File: src/rtl/cla_seq_pkg.sv
// cla_seq_pkg: shared state encoding and sizing helpers for the nibble-serial adder
package cla_seq_pkg;
  typedef enum logic [1:0] {IDLE = 2'd0, RUN = 2'd1, DONE = 2'd2} state_t;
  localparam int SLICE_W = 4;
  function automatic int idx_w(input int nib);
    return (nib > 1) ? $clog2(nib) : 1;
  endfunction
endpackage

File: src/rtl/cla_seq_adder_cla4.sv
// cla_seq_adder_cla4: combinational 4-bit carry-lookahead slice, C_out[3] is the nibble carry-out
module cla_seq_adder_cla4 (
  input  logic [3:0] a,
  input  logic [3:0] b,
  input  logic       Cin,
  output logic [3:0] sum,
  output logic [3:0] C_out
);
  logic [3:0] w_g, w_p;
  assign w_g = a & b;
  assign w_p = a ^ b;
  assign C_out[0] = w_g[0] | (w_p[0] & Cin);
  assign C_out[1] = w_g[1] | (w_p[1] & w_g[0]) | (&w_p[1:0] & Cin);
  assign C_out[2] = w_g[2] | (w_p[2] & w_g[1]) | (&w_p[2:1] & w_g[0]) | (&w_p[2:0] & Cin);
  assign C_out[3] = w_g[3] | (w_p[3] & w_g[2]) | (&w_p[3:2] & w_g[1]) | (&w_p[3:1] & w_g[0])
                  | (&w_p[3:0] & Cin);
  assign sum = w_p ^ {C_out[2:0], Cin};
endmodule

File: src/rtl/cla_seq_adder.sv
// cla_seq_adder: WIDTH-bit add/subtract run one nibble per clock through a shared 4-bit CLA
module cla_seq_adder
  import cla_seq_pkg::*;
#(
  parameter  int WIDTH = 16,
  localparam int NIB   = WIDTH / SLICE_W
) (
  input  logic             clk,
  input  logic             rst,
  input  logic             in_valid,
  output logic             in_ready,
  input  logic [WIDTH-1:0] op_a,
  input  logic [WIDTH-1:0] op_b,
  input  logic             op_sub,
  input  logic             cin,
  output logic             out_valid,
  input  logic             out_ready,
  output logic [WIDTH-1:0] sum,
  output logic             cout,
  output logic             ovf,
  output logic             busy
);
  localparam int IW = idx_w(NIB);
  state_t r_state, w_next;
  logic [WIDTH-1:0] r_a, r_b, r_sum;
  logic [IW-1:0] r_idx;
  logic r_carry, r_cout, r_ovf, w_last;
  logic [SLICE_W-1:0] w_s, w_c;
  cla_seq_adder_cla4 u_cla (
    .a    (r_a[r_idx*SLICE_W +: SLICE_W]),
    .b    (r_b[r_idx*SLICE_W +: SLICE_W]),
    .Cin  (r_carry),
    .sum  (w_s),
    .C_out(w_c)
  );
  assign w_last    = r_idx == IW'(NIB - 1);
  assign in_ready  = (r_state == IDLE) && !rst;
  assign out_valid = r_state == DONE;
  assign busy      = r_state != IDLE;
  assign sum       = r_sum;
  assign cout      = r_cout;
  assign ovf       = r_ovf;
  always_comb begin
    w_next = r_state;
    unique case (r_state)
      IDLE:    if (in_valid) w_next = RUN;
      RUN:     if (w_last) w_next = DONE;
      DONE:    if (out_ready) w_next = IDLE;
      default: w_next = IDLE;
    endcase
  end
  always_ff @(posedge clk) begin
    if (rst) r_state <= IDLE;
    else r_state <= w_next;
  end
  // operands are pre-conditioned at capture so RUN is a plain add for both ops
  always_ff @(posedge clk) begin
    if (rst) begin
      r_a     <= '0;
      r_b     <= '0;
      r_sum   <= '0;
      r_idx   <= '0;
      r_carry <= 1'b0;
      r_cout  <= 1'b0;
      r_ovf   <= 1'b0;
    end else if (r_state == IDLE && in_valid) begin
      r_a     <= op_a;
      r_b     <= op_sub ? ~op_b : op_b;
      r_carry <= op_sub | cin;
      r_idx   <= '0;
    end else if (r_state == RUN) begin
      r_sum[r_idx*SLICE_W +: SLICE_W] <= w_s;
      r_carry <= w_c[3];
      if (w_last) begin
        r_cout <= w_c[3];
        r_ovf  <= w_c[3] ^ w_c[2];
      end else r_idx <= r_idx + 1'b1;
    end
  end
endmodule

File: config.mk
export PLATFORM = sky130hd
export DESIGN_NAME = cla_seq_adder
export DESIGN_NICKNAME = d
export VERILOG_FILES = /design/src/rtl/cla_seq_pkg.sv /design/src/rtl/cla_seq_adder_cla4.sv /design/src/rtl/cla_seq_adder.sv
export SDC_FILE = /design/constraint.sdc
export NUM_CORES = 1
export LEC_CHECK = 0
export ABC_AREA = 1
export CAP_MARGIN = 20
export CORE_MARGIN = 3
export CORE_UTILIZATION = 56
export CTS_BUF_LIST = sky130_fd_sc_hd__clkbuf_8
export CTS_CLUSTER_DIAMETER = 200
export CTS_CLUSTER_SIZE = 40
export DETAILED_ROUTE_END_ITERATION = 8
export PLACE_DENSITY = 0.95
export SLEW_MARGIN = 20
export SYNTH_ARGS = -nofsm -noshare
export SYNTH_HDL_FRONTEND = slang
export SYNTH_SLANG_ARGS = --single-unit
File: constraint.sdc
create_clock -name clk -period 4.6 [get_ports clk]
set_input_delay 1.15 -clock clk [delete_from_list [all_inputs] [get_ports clk]]
set_output_delay 1.15 -clock clk [all_outputs]
set_load 0.05 [all_outputs]
# [Word level (Yosys, flattened, before mapping)]
# Cells that the tools add are included.
# W data, S select, Z words.
[word_totals] word_cells=73 mem_bits_rw=0 mem_bits_ro=0 memories=0 latchBits=0 inputBits=38 regBits=55
[op_classes] div=0 addsub=2 n_lt_le_gt_ge=0 shift=4 mul=0 eq_ne=6 mux=8 bitwise_logic=28 reduce_logical=17
[ops] cell="$neg A4 Y34" n=1
[ops] cell="$shift A4 B34 Y16 const A" n=1
[ops] cell="$shiftx A4 B34 Y16" n=1
[ops] cell="$shiftx A16 B5 Y4" n=2
[ops] cell="$bwmux W16" n=1
[ops] cell="$mux W16" n=1
[ops] cell="$not A16 Y16" n=1
[ops] cell="$reduce_and A3 Y1" n=4
[ops] cell="$or A1 B1 Y1" n=11
[ops] cell="$and A1 B1 Y1" n=10
[ops] cell="$reduce_and A2 Y1" n=5
[ops] cell="$xor A4 B4 Y4" n=2
[ops] cell="$mux W2" n=3
[ops] cell="$pmux W2 S3" n=1
[ops] cell="$and A4 B4 Y4" n=1
[ops] cell="$eq A2 B2 Y1 const B" n=2
[ops] cell="$ne A2 B2 Y1 const B" n=2
[ops] cell="$reduce_and A4 Y1" n=1
[ops] cell="$reduce_bool A2 Y1" n=2
[ops] cell="$add A2 B1 Y2 const B" n=1
[ops] cell="$eq A2 B1 Y1 const B" n=1
[ops] cell="$logic_and A1 B1 Y1" n=2
[ops] cell="$logic_not A2 Y1" n=1
[ops] cell="$mux W1" n=2
[ops] cell="other kinds (5)" n=6

# [Longest topological paths before layout]
# Gate-level depths: netlist of the first run.
[logic_depth] depth_word=9 mapped_depth=14 mapped_depth_nobuf=13

# [By module]
# A second synthesis of the first run with hierarchy kept.
[hier_totals] cells_unflattened=370 hier_area_um2=2702.6
[modules_own_cells] mod="cla_seq_adder" area_each_um2=2511.2 cells_per_inst=343 seq_area_each_um2=1101.1 instances=1
[modules_own_cells] mod="cla_seq_adder_cla4" area_each_um2=191.4 cells_per_inst=27 seq_area_each_um2=0.0 instances=1

# [Least setup slack after synthesis of the first run]
# Ideal clock, no wire load.
[synth_path] kind="input to output" start="input port rst" end="output port in_ready" stages=2 required_time_ps=3450 path_buffers=1 path_slack_ps=1445 arrival_time_ps=2005 cell_sequence="clkbuf_1 > nor2_1"
[synth_between] elab_chain_cells=2
[synth_rtl] item="start: declaration" line="cla_seq_adder.sv:9" source="input logic rst,"
[synth_rtl] item="$logic_not A1 Y1" line="cla_seq_adder.sv:37" source="assign in_ready = (r_state == IDLE) && !rst;"
[synth_rtl] item="$logic_and A1 B1 Y1" line="cla_seq_adder.sv:37"
[synth_rtl] item="end: declaration" line="cla_seq_adder.sv:11" source="output logic in_ready,"
# No other way between the ends.

# [Worst setup path in the final report of the first run]
# Ends and elaborated chain as after synthesis.

==> impl_metrics.tcl, run 1 <==
set metrics [dict create \
    run_status "finished, final reports clean" \
    post-dp-hpwl_um 4380 \
    critPathTopFamily "buffers and inverters" \
    min-delay-start "sum[9]" \
    critPathRequiredTime_ns 3.45 \
    via_count 2486 \
    total_neg_setup_slack_ns 0 \
    yosys_warnings 0 \
    comb_power_share_pct 23.2 \
    wirelength_um 6270 \
    synth_cell_type_count 31 \
    route.detailed.wl_per_inst_um 14.2 \
    post_synth_main_area_contributors "sky130_fd_sc_hd__dfxtp_1 42%, sky130_fd_sc_hd__nor2_1 9.7%, sky130_fd_sc_hd__o21ai_0 8.9%, sky130_fd_sc_hd__xnor2_1 5.3%, sky130_fd_sc_hd__ha_1 5.2%" \
    antenna_cells 0 \
    finalNetCount 439 \
    crit-reg2reg-launch "r_idx[0]" \
    maxClockFrequency_mhz 268 \
    post-synth-top-area-fraction_pct 41.7 \
    timing.hold.worst_path_depth 2 \
    grt_pass1_vias 2339 \
    max_clock_buf_depth 2 \
    die_w_um 74.6 \
    cts-root-buf "sky130_fd_sc_hd__clkbuf_8" \
    finalSetupViolations 0 \
    synth_compound_gate_area_share_pct 17.3 \
    clockPowerShare_pct 25.8 \
    maxCapViolations 0 \
    port_buffers 58 \
    postRouteAntennaNets 0 \
    gpl.final_weighted_congestion 0.856 \
    crit_fanout 2 \
    r2r.worst_path.cells 13 \
    worstSetupEndpointType "output port" \
    number_of_antenna_violations_at_the_first_check_in_global_routing 0 \
    cts_resized 0 \
    path_clk_slew_ns 0.09 \
    post-layout-total-power_mw 1.04 \
    worst_path_most_repeated_cell "sky130_fd_sc_hd__clkdlybuf4s50_1" \
    cts_hold_repair.buffers 0 \
    cellPowerDensity_nw_per_um2 316 \
    cp_cell_sequence "clkdlybuf4s50_1 > nor2_1 > clkdlybuf4s50_1" \
    static-leakage-power_nw 1.26 \
    num-fill-cells 336 \
    clock_latency_ns 0.31 \
    synth_cells 340 \
    grt_start_max_net_pins 34 \
    boundaryPins 59 \
    post_synth_xor_area_fraction_pct 5.97 \
    synth.mux.area_fraction_pct 0 \
    final-max-slew-violation-count 0 \
    combinational_family_with_the_most_area_after_synthesis "simple AND/OR/NAND/NOR gates" \
    cts_tree "done" \
    async_flop_share_pct 0 \
    number_of_flops_mapped_to_enable_cells_by_yosys 0 \
    max_slew_margin_pct 35.2 \
    placed_cell_area_um2 3210 \
    rr_endpoint "sum[7]" \
    switching_power_mw 0.316 \
    share_of_layout_cells_above_drive_strength_1_pct 5.14 \
    synth_simple_gate_area_share_pct 23.1 \
    groute.usage.overall_pct 23.5 \
    ys_seq_area_share_pct 41.7 \
    synth_ff_type "sky130_fd_sc_hd__dfxtp_1" \
    critical_path_class "primary input to output port" \
    layout_worst_path_cycle_share_pct 81.0 \
    vdd_drop_max_v 0.000160 \
    critPathArrivalTime_ns 2.58 \
    timing.hold.worst.class "register to register" \
    start_kind "primary input" \
    detailedRoute.firstPassIterationCount 5 \
    worstHoldEndpoint "sum[9]" \
    intPower_mw 0.724 \
    worst-r2r-setup-slack_ns 1.02 \
    cts.sink_count 55 \
    critical_path.max_stage_delay_ns 0.80 \
    placementRows 24 \
    core-area_um2 4440 \
    global_route_wire_length_before_repair_um 10300 \
    ctsHtreeMaxLevel 2 \
    syn2layout_area_growth_pct 24.8 \
    grt_setup_unrepaired "false" \
    p_seq_share_pct 50.9 \
    dieArea_um2 5570 \
    postSynthRegisterBits 55 \
    finalWorstPathRequiredPeriod_ns 3.73 \
    die_y_um 74.6 \
    avg_synthesized_cell_area_um2 7.76 \
    synth_area_um2 2640 \
    detail_route.iter0.violations 184 \
    final_routed_drc_violation_total 0 \
    drt-vias-per-instance 5.64 \
    floorplan.initialDensity_pct 59.4 \
    post_cts.repair.setup_buffers 0 \
    fin_skew_ns 0.00645 \
    power.share.switching_pct 30.4 \
    postSynthNetCount 390 \
    cp_num_buf_inv 2 \
    slew_at_the_pin_closest_to_its_max_slew_limit_ns 0.971 \
    synth-adder-area-share_pct 5.97 \
    timing_hold_violations_final 0 \
    overflow 0 \
    final_design_area_no_fill_um2 3290 \
    cts-buffers-inserted 5 \
    yosys.area.top_type "sky130_fd_sc_hd__dfxtp_1" \
    crit_path_max_delay_cell_type "sky130_fd_sc_hd__clkdlybuf4s50_1" \
]
[layout make-up]
class	instances	area, um2	area share [%]
Multi-Input combinational cell	249	1380	41.9
Sequential cell	55	1100	33.4
Timing Repair Buffer	59	588	17.9
Clock buffer	6	82.6	2.51
Inverter	19	71.3	2.16
Tap cell	52	65.1	1.97
Clock inverter	1	5.00	0.152
[worst max-delay path by stage]
stage,start,endpoint,cells after the start,slack (ns)
6_report,rst,in_ready,3,0.87
5_1_grt,r_idx[0],sum[15],13,0.72
4_1_cts,rst,in_ready,3,0.90
3_5_place_dp,rst,in_ready,3,0.90
3_3_place_gp,rst,in_ready,3,0.89
2_1_floorplan,rst,in_ready,2,1.44
[cells in the mapped netlist, types with 2 or more instances]
library cell,n
sky130_fd_sc_hd__a31oi_1,2
sky130_fd_sc_hd__inv_1,16
sky130_fd_sc_hd__nand4_1,2
sky130_fd_sc_hd__ha_1,11
sky130_fd_sc_hd__nand2_1,32
sky130_fd_sc_hd__a22oi_1,3
sky130_fd_sc_hd__a211oi_1,5
sky130_fd_sc_hd__nor2_1,68
sky130_fd_sc_hd__a21oi_1,17
sky130_fd_sc_hd__o21ai_0,47
sky130_fd_sc_hd__buf_2,8
sky130_fd_sc_hd__clkbuf_1,7
sky130_fd_sc_hd__o22ai_1,8
sky130_fd_sc_hd__xnor2_1,16
sky130_fd_sc_hd__inv_2,2
sky130_fd_sc_hd__xor2_1,2
sky130_fd_sc_hd__nand2_2,5
sky130_fd_sc_hd__nand3_1,22
sky130_fd_sc_hd__dfxtp_1,55
[cell families (layout without fill, tap and decap cells)]
kind of cell,after synthesis,in the layout
and+or+nand+nor,135,135
AOI/OAI and AO/OA,84,84
DFF,55,55
buffers and inverters,36,85
xor gates and xnor gates,18,18
adders and majority gates,12,12
[sequential cells by signal, indices dropped and copies added, names as in the netlist]
signal / cells
r_idx: 2
r_b: 16
cout: 1
sum: 16
r_state: 2
ovf: 1
r_a: 16
r_carry: 1
[routing by layer]
layer	vias up	GRT usage [%]	part of all wire [%]
met5	-	0	0
met4	0	9.49	2.8
met3	17	4.41	4.7
met2	86	41.0	50
met1	1158	28.6	42
li1	1225	-	-
[power groups by stage]
stage               logic [mW]  clock network (mW)  registers [mW]
floorplan                0.155                   0           0.544
detailed placement       0.237                   0           0.540
finish                   0.242               0.269           0.530
CTS                      0.240               0.268           0.529
global route             0.267               0.281           0.533
global placement         0.227                   0           0.538
[cell usage in the layout (no fill, tap or decap), types with 3 or more instances in the layout]
cell,n
sky130_fd_sc_hd__ha_1,11
sky130_fd_sc_hd__nand2_2,5
sky130_fd_sc_hd__a21oi_1,17
sky130_fd_sc_hd__inv_1,16
sky130_fd_sc_hd__xnor2_1,16
sky130_fd_sc_hd__nor2_1,68
sky130_fd_sc_hd__a22oi_1,3
sky130_fd_sc_hd__o22ai_1,8
sky130_fd_sc_hd__a211oi_1,5
sky130_fd_sc_hd__nand2_1,32
sky130_fd_sc_hd__o21ai_0,47
sky130_fd_sc_hd__nand3_1,22
sky130_fd_sc_hd__dfxtp_1,55
sky130_fd_sc_hd__clkbuf_8,6
sky130_fd_sc_hd__clkdlybuf4s50_1,58
[tightest hold or removal path: stages (launching register included)]
cell                      delay, ns
sky130_fd_sc_hd__dfxtp_1       0.32
sky130_fd_sc_hd__nand2_1       0.06
sky130_fd_sc_hd__a21oi_1       0.05
[stage by stage]
stage               hold slack [ns]  cells  setup slack (ns)  utilization, %
floorplan                     0.448    340              1.44               -
global placement              0.453    434             0.890            72.2
detailed placement            0.459    434             0.898            72.2
CTS                           0.472    441             0.896            74.1
global route                  0.482    441             0.723            74.1
finish                        0.472    441             0.874            74.1
Power figures use the tool's default switching activity.
==> run 2: changes to the inputs <==
Settings changed: CORE_UTILIZATION 56 to 47, PLACE_DENSITY 0.95 to 0.89.
Clock period 4.6 ns to 3 ns, I/O delays scaled along.
==> run 2 against run 1 <==
- clock power is 59% higher
- via count is 2.9% lower
- routed wire length is 4.7% lower
- total power is 55% higher
- setup slack worse by 0.42 ns
- non-clock buffer count is 6 higher
- sequential power is 52% higher
- sequential share of layout area is 0.89 points lower
- combinational power is 58% higher
- register-to-register slack worse by 0.53 ns
==> impl_metrics.tcl, run 2 (same netlist as run 1, synthesis figures left out) <==
set metrics [dict create \
    global_route_wire_length_before_repair_um 9980 \
    cellPowerDensity_nw_per_um2 477 \
    grt_pass1_vias 2341 \
    critPathTopFamily "buffers and inverters" \
    total_neg_setup_slack_ns 0 \
    layoutNonFillerInstCount 466 \
    die_w_um 80.9 \
    post_cts.repair.setup_buffers 0 \
    cp_num_buf_inv 2 \
    critical_path.max_stage_delay_ns 0.82 \
    antenna_cells 0 \
    place_inst 458 \
    maxCapViolations 0 \
    placed_cell_area_um2 3280 \
    clock_latency_ns 0.30 \
    route.detailed.wl_per_inst_um 12.8 \
    final_core_util_pct 64.2 \
    highest_count_cells_in_the_layout_ignoring_fill_and_taps "68 x sky130_fd_sc_hd__nor2_1, 57 x sky130_fd_sc_hd__clkdlybuf4s50_1, 55 x sky130_fd_sc_hd__dfxtp_1" \
    die_y_um 80.9 \
    drt-vias-per-instance 5.18 \
    detailedRoute.firstPassIterationCount 4 \
    layout.cells.most_common "sky130_fd_sc_hd__nor2_1" \
    grt_setup_unrepaired "false" \
    layout_worst_path_cycle_share_pct 84.8 \
    placementRows 26 \
    area_taken_by_flip_flops_and_latches_um2 1100 \
    timing.hold.worst.class "register to register" \
    path_clk_slew_ns 0.09 \
    worstSetupEndpointType "output port" \
    multi_input_area_um2 1380 \
    dieArea_um2 6550 \
    run_status "finished, final reports clean" \
    cts-root-buf "sky130_fd_sc_hd__clkbuf_8" \
    cts_tree "done" \
    critPathRequiredTime_ns 2.25 \
    wirelength_um 5980 \
    timing_hold_violations_final 0 \
    cp_cell_sequence "inv_1 > nor2_1 > clkdlybuf4s50_1" \
    critPathArrivalTime_ns 1.79 \
    core-area_um2 5270 \
    slew_at_the_pin_closest_to_its_max_slew_limit_ns 0.858 \
    finalWorstPathRequiredPeriod_ns 2.54 \
    crit_path_max_delay_cell_type "sky130_fd_sc_hd__clkdlybuf4s50_1" \
    worst-r2r-setup-slack_ns 0.49 \
    ctsHtreeMaxLevel 2 \
    final_routed_drc_violation_total 0 \
    cts-buffers-inserted 5 \
    max_clock_buf_depth 2 \
    final-max-slew-violation-count 0 \
    critical_path_class "register to output port" \
    cts.sink_count 55 \
    max_slew_margin_pct 42.6 \
    cts_hold_repair.buffers 0 \
    detail_route.iter0.violations 204 \
    start_kind "register" \
    boundaryPins 59 \
    cts_resized 0 \
    postRouteAntennaNets 0 \
    port_buffers 58 \
    grt_start_max_net_pins 25 \
    syn2layout_area_growth_pct 28.3 \
    via_count 2413 \
    crit_fanout 3 \
    share_of_layout_cells_above_drive_strength_1_pct 6.82 \
    num-fill-cells 454 \
    number_of_antenna_violations_at_the_first_check_in_global_routing 0 \
    finalSetupViolations 0 \
    static-leakage-power_nw 1.31 \
    groute.usage.overall_pct 19.4 \
    vdd_drop_max_v 0.000208 \
    finalNetCount 445 \
    maxClockFrequency_mhz 393 \
    floorplan.initialDensity_pct 50.1 \
    final_design_area_no_fill_um2 3380 \
    fin_skew_ns 0.00234 \
    overflow 0 \
    gpl.final_weighted_congestion 0.923 \
    post-dp-hpwl_um 4520 \
]
==> run 2: path summary, 6_finish.rpt <==
check,startpoint,end,depth (start not counted)
worst max register to register,r_idx[0],sum[7],13
worst min register to register,sum[9],sum[9],2
worst max-delay path,r_state[1],out_valid,3
worst min-delay path,sum[9],sum[9],2
==> run 2: worst min-delay path, stage by stage, from the launching register on <==
cell and delay [ns]:
sky130_fd_sc_hd__dfxtp_1 0.32, sky130_fd_sc_hd__nand2_1 0.06, sky130_fd_sc_hd__a21oi_1 0.05
==> run 2: per-layer routing <==
metal  wire length (um)  track usage (%)
met2               2940             32.8
met5                  0                0
met1               2590             23.6
met3                361             4.10
met4                 91             8.45
==> run 2: area by class of cell <==
cell class	instances	area share [%]
clock buffer	7	2.85
clock inverter	1	0.111
inverter	19	2.11
multi-input combinational	249	40.8
sequential	55	32.5
tap	70	2.59
timing repair buffer	65	19.0
==> run 2: stage by stage <==
step,setup slack (ns),hold WS [ns],total power [mW]
final,0.457,0.469,1.61
after detailed placement,0.519,0.458,1.20
after CTS,0.442,0.471,1.62
after global placement,0.625,0.455,1.19
after floorplan,0.645,0.448,1.07
after global routing,0.193,0.497,1.70
==> run 2: power by group <==
part	leakage (nW)	internal [mW]	switching, mW
logic	0.800	0.160	0.222
clock network	0.0557	0.207	0.221
registers	0.451	0.777	0.0278
total	1.31	1.14	0.471
==> run 3: changes to the inputs <==
Settings changed: CORE_UTILIZATION 47 to 52, PLACE_DENSITY 0.89 to 0.93.
Clock period 3 ns to 2.5 ns, I/O delays scaled along.
==> run 3 against run 2 <==
- final cell count unchanged
- design area is 0.48% higher
- non-clock buffer count is 3 higher
- clock skew up 0.0063 ns
- count of clock-buffer cells in the layout fell by 2
- utilization grew 6.4 points
- worst hold slack worse by 0.0037 ns
- largest cell class unchanged
==> impl_metrics.tcl, run 3 (same netlist as run 1, synthesis figures left out) <==
set metrics [dict create \
    run_status "finished, final reports clean" \
    die_y_um 77.2 \
    via_count 2576 \
    global_route_wire_length_before_repair_um 10500 \
    worst_hold_slack_ns 0.465 \
    floorplan.initialDensity_pct 54.8 \
    post-layout-total-power_mw 1.92 \
    vdd_drop_max_v 0.000350 \
    fin_skew_ns 0.00867 \
    finalNetCount 448 \
    cp-startpoint "r_state[1]" \
    max_slew_margin_pct 65.5 \
    cts_hold_repair.buffers 0 \
    ctsHtreeMaxLevel 2 \
    wirelength_um 6420 \
    detailedRoute.firstPassIterationCount 5 \
    placementRows 25 \
    drt-vias-per-instance 5.53 \
    critPathRequiredTime_ns 1.88 \
    groute.usage.overall_pct 21.6 \
    highest_count_cells_in_the_layout_ignoring_fill_and_taps "68 x sky130_fd_sc_hd__nor2_1, 56 x sky130_fd_sc_hd__clkdlybuf4s50_1, 55 x sky130_fd_sc_hd__dfxtp_1" \
    multi_input_area_um2 1390 \
    dieArea_um2 5970 \
    final_design_area_no_fill_um2 3400 \
    r2r.worst_path.cells 13 \
    worstHoldEndpoint "sum[2]" \
    placed_cell_area_um2 3300 \
    clock_latency_ns 0.31 \
    die_w_um 77.2 \
    layout_worst_path_cycle_share_pct 94.1 \
    path_clk_slew_ns 0.09 \
    gpl.final_weighted_congestion 0.984 \
    worstSetupEndpointType "output port" \
    share_of_layout_cells_above_drive_strength_1_pct 8.02 \
    start_kind "register" \
    antenna_cells 0 \
    route.detailed.wl_per_inst_um 13.8 \
    maxClockFrequency_mhz 425 \
    timing_hold_violations_final 0 \
    maxCapViolations 0 \
    grt_start_max_net_pins 26 \
    number_of_antenna_violations_at_the_first_check_in_global_routing 0 \
    total_neg_setup_slack_ns 0 \
    crit-reg2reg-launch "r_idx[1]" \
    port_buffers 58 \
    boundaryPins 59 \
    area_taken_by_flip_flops_and_latches_um2 1100 \
    crit_fanout 3 \
    grt_pass1_vias 2385 \
    finalSetupViolations 0 \
    finalWorstPathRequiredPeriod_ns 2.35 \
    finalWorstSetupSlack_ns 0.147 \
    dpl_worst_slack_ns 0.259 \
    layout.cells.most_common "sky130_fd_sc_hd__nor2_1" \
    max_clock_buf_depth 2 \
    cts-root-buf "sky130_fd_sc_hd__clkbuf_8" \
    cts-buffers-inserted 5 \
    critPathArrivalTime_ns 1.73 \
    core-area_um2 4820 \
    static-leakage-power_nw 1.33 \
    final_routed_drc_violation_total 0 \
    overflow 0 \
    timing.hold.worst.class "register to register" \
    critical_path_class "register to output port" \
    num-fill-cells 383 \
    cts_resized 0 \
    worst-r2r-setup-slack_ns 0.16 \
    final-max-slew-violation-count 0 \
    timing.hold.worst_path_depth 2 \
    slew_at_the_pin_closest_to_its_max_slew_limit_ns 0.516 \
    min-delay-start "sum[2]" \
    detail_route.iter0.violations 243 \
    postRouteAntennaNets 0 \
    cts_tree "done" \
    post-dp-hpwl_um 4680 \
    cellPowerDensity_nw_per_um2 565 \
    rr_endpoint "sum[7]" \
    post_cts.repair.setup_buffers 0 \
    syn2layout_area_growth_pct 28.9 \
    cts.sink_count 55 \
]
==> run 3: final cells by class <==
cell class                 instances  share of cell area, %
sequential                        55                   32.4
inverter                          19                   2.21
clock inverter                     3                  0.478
tap                               67                   2.47
clock buffer                       5                   2.02
timing repair buffer              68                   19.6
multi-input combinational        249                   40.8
==> run 3: worst max-delay path by stage <==
stage | to | cells past startpoint
3_3_place_gp | r_b[2] | 5
6_report | busy | 3
4_1_cts | out_valid | 3
5_1_grt | sum[15] | 13
2_1_floorplan | sum[7] | 12
3_5_place_dp | r_b[8] | 5
==> run 3: metrics by stage <==
step / util, % / instances
finish: 70.6 / 466
CTS: 70.3 / 466
global route: 70.6 / 466
detailed placement: 68.6 / 458
floorplan: - / 340
global placement: 68.6 / 458
==> run 3: worst max-delay path, stage by stage, from the launching register on <==
cell and delay (ns):
sky130_fd_sc_hd__dfxtp_1 0.47, sky130_fd_sc_hd__nor2_2 0.08, sky130_fd_sc_hd__inv_1 0.07, sky130_fd_sc_hd__clkdlybuf4s50_1 0.80
==> run 3: power breakdown <==
| group | total [mW] | internal [mW] | switching (mW) | leakage, nW |
|---|---|---|---|---|
| logic | 0.475 | 0.198 | 0.276 | 0.835 |
| clock network | 0.479 | 0.192 | 0.286 | 0.0453 |
| registers | 0.967 | 0.932 | 0.0345 | 0.451 |
| total | 1.92 | 1.32 | 0.597 | 1.33 |
==> run 3: routing by layer <==
metal,up-vias,share of wire (%),GRT usage (%)
met1,1173,39,25.9
met5,-,0,0
li1,1245,-,-
met4,0,2.6,8.01
met3,22,7.6,4.34
met2,136,50,37.8
